===== config.mk =====
export PLATFORM = sky130hd
export DESIGN_NAME = serial_subtractor
export DESIGN_NICKNAME = d
export VERILOG_FILES = /design/src/rtl/serial_subtractor.sv
export SDC_FILE = /design/constraint.sdc
export NUM_CORES = 1
export LEC_CHECK = 0
export CORE_MARGIN = 8
export CORE_UTILIZATION = 45
export CTS_BUF_LIST = sky130_fd_sc_hd__clkbuf_4
export CTS_CLUSTER_SIZE = 25
export DETAILED_ROUTE_END_ITERATION = 7
export GPL_ROUTABILITY_DRIVEN = 1
export PLACE_DENSITY = 0.8
export SKIP_CTS_REPAIR_TIMING = 1
export SLEW_MARGIN = 5
export SYNTH_ARGS = -nofsm -noshare
export SYNTH_HDL_FRONTEND = slang
export SYNTH_SLANG_ARGS = --single-unit

===== constraint.sdc =====
create_clock -name i_w_clk -period 1.7 [get_ports i_w_clk]
set_input_delay 0.17 -clock i_w_clk [delete_from_list [all_inputs] [get_ports i_w_clk]]
set_output_delay 0.17 -clock i_w_clk [all_outputs]
set_load 0.01 [all_outputs]

===== src/rtl/serial_subtractor.sv =====
// -----------------------------------------------------------------------------
// serial_subtractor
//   Bit-serial two's-complement subtractor: computes A - B one bit per clock,
//   LSB first, using a single full-subtractor cell (two half-subtractors) and a
//   borrow flip-flop. Sits behind a start/done handshake.
//
//   Latency: start sampled at edge E0, bits processed at E0+1 .. E0+WIDTH,
//   o_w_done high for the cycle after E0+WIDTH. Start held high gives one
//   result every WIDTH+1 cycles.
//
// Parameters
//   WIDTH        operand/result width in bits (>= 2)
//
// Optional feature
//   SERIAL_SUB_OVF_EN  when defined, adds o_w_ovf (signed overflow flag, held
//                      alongside o_w_diff). Undefined by default.
//
// Ports
//   i_w_clk    in   1      clock, rising edge
//   i_w_reset  in   1      synchronous active-high reset
//   i_w_start  in   1      request, sampled only while not busy
//   i_w_a      in   WIDTH  minuend, captured on the accepting edge
//   i_w_b      in   WIDTH  subtrahend, captured on the accepting edge
//   o_w_busy   out  1      high while shifting
//   o_w_done   out  1      one-cycle completion pulse
//   o_w_diff   out  WIDTH  A - B mod 2^WIDTH, held until next completion
//   o_w_bout   out  1      final borrow (A < B unsigned), held like o_w_diff
//   o_w_ovf    out  1      signed overflow (SERIAL_SUB_OVF_EN only)
// -----------------------------------------------------------------------------
module serial_subtractor #(
  parameter int WIDTH = 8
) (
  input  logic             i_w_clk,
  input  logic             i_w_reset,
  input  logic             i_w_start,
  input  logic [WIDTH-1:0] i_w_a,
  input  logic [WIDTH-1:0] i_w_b,
  output logic             o_w_busy,
  output logic             o_w_done,
  output logic [WIDTH-1:0] o_w_diff,
  output logic             o_w_bout
`ifdef SERIAL_SUB_OVF_EN
  ,
  output logic             o_w_ovf
`endif
);

  localparam int CW = $clog2(WIDTH);
  localparam logic [CW-1:0] LAST_BIT = CW'(WIDTH - 1);

  typedef enum logic [1:0] {
    S_IDLE  = 2'd0,
    S_SHIFT = 2'd1,
    S_DONE  = 2'd2
  } state_e;

  state_e           state_q, state_d;
  logic [WIDTH-1:0] a_q, a_d;       // minuend shifter, refilled with result bits
  logic [WIDTH-1:0] b_q, b_d;       // subtrahend shifter
  logic             borrow_q, borrow_d;
  logic [CW-1:0]    cnt_q, cnt_d;
  logic [WIDTH-1:0] diff_q, diff_d;
  logic             bout_q, bout_d;
`ifdef SERIAL_SUB_OVF_EN
  logic             ovf_q, ovf_d;
`endif

  // Full-subtractor cell built from two half-subtractors.
  logic bit_a, bit_b;
  logic hs1_d, hs1_b, cell_d, hs2_b, cell_bout;

  assign bit_a     = a_q[0];
  assign bit_b     = b_q[0];
  assign hs1_d     = bit_a ^ bit_b;
  assign hs1_b     = ~bit_a & bit_b;
  assign cell_d    = hs1_d ^ borrow_q;
  assign hs2_b     = ~hs1_d & borrow_q;
  assign cell_bout = hs1_b | hs2_b;

  always_comb begin
    // NOTE: every signal gets a default before the case so no path leaves it
    // unassigned; that is what keeps this block free of inferred latches.
    state_d  = state_q;
    a_d      = a_q;
    b_d      = b_q;
    borrow_d = borrow_q;
    cnt_d    = cnt_q;
    diff_d   = diff_q;
    bout_d   = bout_q;
`ifdef SERIAL_SUB_OVF_EN
    ovf_d    = ovf_q;
`endif

    unique case (state_q)
      S_IDLE, S_DONE: begin
        state_d = S_IDLE;
        if (i_w_start) begin
          state_d  = S_SHIFT;
          a_d      = i_w_a;
          b_d      = i_w_b;
          borrow_d = 1'b0;
          cnt_d    = '0;
        end
      end

      S_SHIFT: begin
        // Result bits enter the minuend register from the top as its own bits
        // leave from the bottom, so after WIDTH steps it holds the difference.
        a_d      = {cell_d, a_q[WIDTH-1:1]};
        b_d      = {1'b0, b_q[WIDTH-1:1]};
        borrow_d = cell_bout;
        cnt_d    = cnt_q + CW'(1);
        if (cnt_q == LAST_BIT) begin
          state_d = S_DONE;
          cnt_d   = '0;
          diff_d  = {cell_d, a_q[WIDTH-1:1]};
          bout_d  = cell_bout;
`ifdef SERIAL_SUB_OVF_EN
          // On the last step the cell sees the sign bits of A, B and diff.
          ovf_d   = (bit_a ^ bit_b) & (bit_a ^ cell_d);
`endif
        end
      end

      default: state_d = S_IDLE;
    endcase
  end

  always_ff @(posedge i_w_clk) begin
    if (i_w_reset) begin
      state_q  <= S_IDLE;
      a_q      <= '0;
      b_q      <= '0;
      borrow_q <= 1'b0;
      cnt_q    <= '0;
      diff_q   <= '0;
      bout_q   <= 1'b0;
`ifdef SERIAL_SUB_OVF_EN
      ovf_q    <= 1'b0;
`endif
    end else begin
      // NOTE: non-blocking assignments so every flop samples the values from
      // before this edge, independent of statement order.
      state_q  <= state_d;
      a_q      <= a_d;
      b_q      <= b_d;
      borrow_q <= borrow_d;
      cnt_q    <= cnt_d;
      diff_q   <= diff_d;
      bout_q   <= bout_d;
`ifdef SERIAL_SUB_OVF_EN
      ovf_q    <= ovf_d;
`endif
    end
  end

  // Decoded straight from the state register, so these are glitch-free.
  assign o_w_busy = (state_q == S_SHIFT);
  assign o_w_done = (state_q == S_DONE);
  assign o_w_diff = diff_q;
  assign o_w_bout = bout_q;
`ifdef SERIAL_SUB_OVF_EN
  assign o_w_ovf  = ovf_q;
`endif

endmodule


==> flow_summary.ini <==
[place]
portBuffers = 29
dp.cells = 211
gp_congestion = 0.803
hpwl_mm = 2.18

[yosys]
ys_seq_elements = 31
yosysWarningCount = 0
ys_async_sr_fraction_pct = 0
netlist_instances = 158
synth-main-ff-cell = dfxtp_1
synth_edf_count = 0
synth_area_um2 = 1310
synthDistinctLibCells = 22
syn_area_per_cell_um2 = 8.28
syn_nets = 180
ys_seq_area_share_pct = 47.5

[pwr]
p_sw_share_pct = 27.8
p_per_area_nw_per_um2 = 856
internal_power_w = 0.00102
vdd_drop_max_mv = 0.609
pwr-share-seq_pct = 56.7
combPwrFrac_pct = 14.6
switchingPower_w = 0.000392
cellLeakagePower_nw = 0.602
p_clk_share_pct = 28.8

[final_layout]
nFillCells = 259
fin_nets = 209
final_core_util_pct = 59.8
fin_cells = 219
diodes = 0
drive_above_1_share_pct = 7.45
area_growth_pct = 26.1

[timing]
setup_viol = 0
fin_crit_ns = 1.59
tightest_slew_ns = 0.330
finClkSkew_ns = 0.0150
period_share_pct = 93.5
maxSlewHeadroom_pct = 78.0
hold_violations = 0
timing.setup.tns_ns = 0
clock.fmax_mhz = 629
rsz0062_at_grt = false
finalMaxSlewViolations = 0

[grt]
met1_usage_pct = 13.5
grt_pass1_wl_mm = 5.04
met3_usage_pct = 5.08
first_global_vias = 1149
grt_util_met2_pct = 20.3
grt_usage_pct = 12.7
grt.busiest_layer = met2
antenna_found_initial = 0
grt_max_degree = 36
overflow = 0

[die]
coreArea_um2 = 2760
die_x_um = 69.9
die_area_um2 = 4890
start_util_pct = 47.4
ios = 30
row_count = 19
die_h_um = 69.9

[job]
maxCapViolCount = 0

[worst_setup_path]
required_ns = 1.53
critPathLaunchType = register
endpoint_kind = output port
rrSetupSlack_ns = 0.29
crit_arrival_ns = 1.42
critPathKind = reg2out
critPathMaxFanout = 4

[clock_tree]
clockBufferDepth = 2
clk_pin_slew_worst_paths_ns = 0.10
htreeDepth = 2
numCtsBuffers = 5
clock-sinks = 31
cts_tree = done
clock_latency_ns = 0.34
cts-root-buf = clkbuf_4

[drt]
drtAntennaViolNets = 0
post_drt_wl_per_cell_um = 13.7
vias = 1170
route.detailed.drc = 0
via_per_inst = 5.34
drt_wl_total_mm = 3.01
dr.pass1.iters = 4
initialDrtViolationCount = 60

[min_path]
hold_class = in2reg

[run_status]
status = complete, no violations
==> per-layer routing <==
| metal | wire length, µm | vias to the layer above |
|---|---|---|
| met5 | 0 | - |
| met3 | 232 | 8 |
| met1 | 1300 | 521 |
| li1 | - | 600 |
| met4 | 72 | 0 |
| met2 | 1400 | 41 |
==> registers in the layout, summed over array words and instances, names as in the netlist <==
| register | cells |
|---|---|
| state_q | 2 |
| cnt_q | 3 |
| o_w_diff | 8 |
| borrow_q | 1 |
| b_q | 8 |
| a_q | 8 |
| o_w_bout | 1 |
==> power groups by stage <==
stage	logic [W]	registers (W)	clock network (W)
6_report	0.000206	0.000800	0.000406
3_3_place_gp	0.000198	0.000814	0
3_5_place_dp	0.000204	0.000816	0
2_1_floorplan	0.000143	0.000806	0
4_1_cts	0.000206	0.000800	0.000419
5_1_grt	0.000229	0.000806	0.000456
==> cell type report <==
type	count	area [µm²]	share of cell area, %
Timing Repair Buffer	35	335	20.3
Sequential cell	31	622	37.7
Multi-Input combinational cell	111	589	35.7
Tap cell	31	38.8	2.35
Inverter	3	11.3	0.683
Clock inverter	3	15.0	0.910
Clock buffer	5	37.5	2.28
==> worst max-delay path, cell delays in order (launching register included) <==
cell and delay (ns):
dfxtp_1 0.34, nand2b_1 0.17, inv_2 0.06, clkdlybuf4s50_1 0.52
==> cells by family after synthesis <==
logic type | Yosys count | synth area share, %
simple gates | 77 | 25.1
flops | 31 | 47.5
compound gates | 31 | 16.6
fa+ha+maj | 3 | 3.44
buf+inv | 16 | 7.46
==> path summary, 6_finish.rpt <==
| path | endpoint | from | cells after the start |
|---|---|---|---|
| worst max register to register | cnt_q[0]$_SDFFE_PP0P_ | cnt_q[0]$_SDFFE_PP0P_ | 6 |
| worst max-delay path | o_w_busy | state_q[1]$_SDFFE_PP0P_ | 3 |
| worst min-delay path | b_q[7]$_SDFFE_PP0P_ | i_w_b[7] | 3 |
| worst min register to register | o_w_diff[0]$_SDFFE_PP0P_ | o_w_diff[0]$_SDFFE_PP0P_ | 2 |
==> cells in the final DEF, fill, tap and decap left out, types with 3 or more instances in the layout <==
cell type,netlist,routed
a21oi_1,13,13
dfxtp_1,31,30
nor2_1,17,17
clkdlybuf4s50_1,0,29
clkbuf_4,0,5
nand3_1,12,12
a311oi_1,15,15
nand2b_1,3,3
buf_4,5,6
nand2_1,39,39
==> synth_stat cells, types with 2 or more instances <==
cell      count  share of area, %
nand2_1      39                11
ha_1          2               1.9
nor3_1        2              0.77
buf_2         3               1.1
buf_4         5               2.9
nand2b_1      3               1.4
dfxtp_1      31                47
nor2_1       17               4.9
inv_1         2              0.57
clkbuf_1      3              0.86
nand3_1      12               4.6
nor2b_1       2              0.96
a311oi_1     15                10
a21oi_1      13               5.0
buf_6         2               1.7
==> through the flow <==
| step | worst slack, ns | hold WS [ns] | power [W] | area, µm² |
|---|---|---|---|---|
| 3_3_place_gp | 0.293 | 0.444 | 0.00101 | 1600 |
| 3_5_place_dp | 0.275 | 0.447 | 0.00102 | 1600 |
| 4_1_cts | 0.0346 | 0.371 | 0.00142 | 1650 |
| 5_1_grt | 0.0278 | 0.381 | 0.00149 | 1650 |
| 2_1_floorplan | 0.503 | 0.242 | 0.000950 | 1310 |
| 6_report | 0.110 | 0.382 | 0.00141 | 1650 |
No activity file was read; power rests on OpenSTA's default activity.
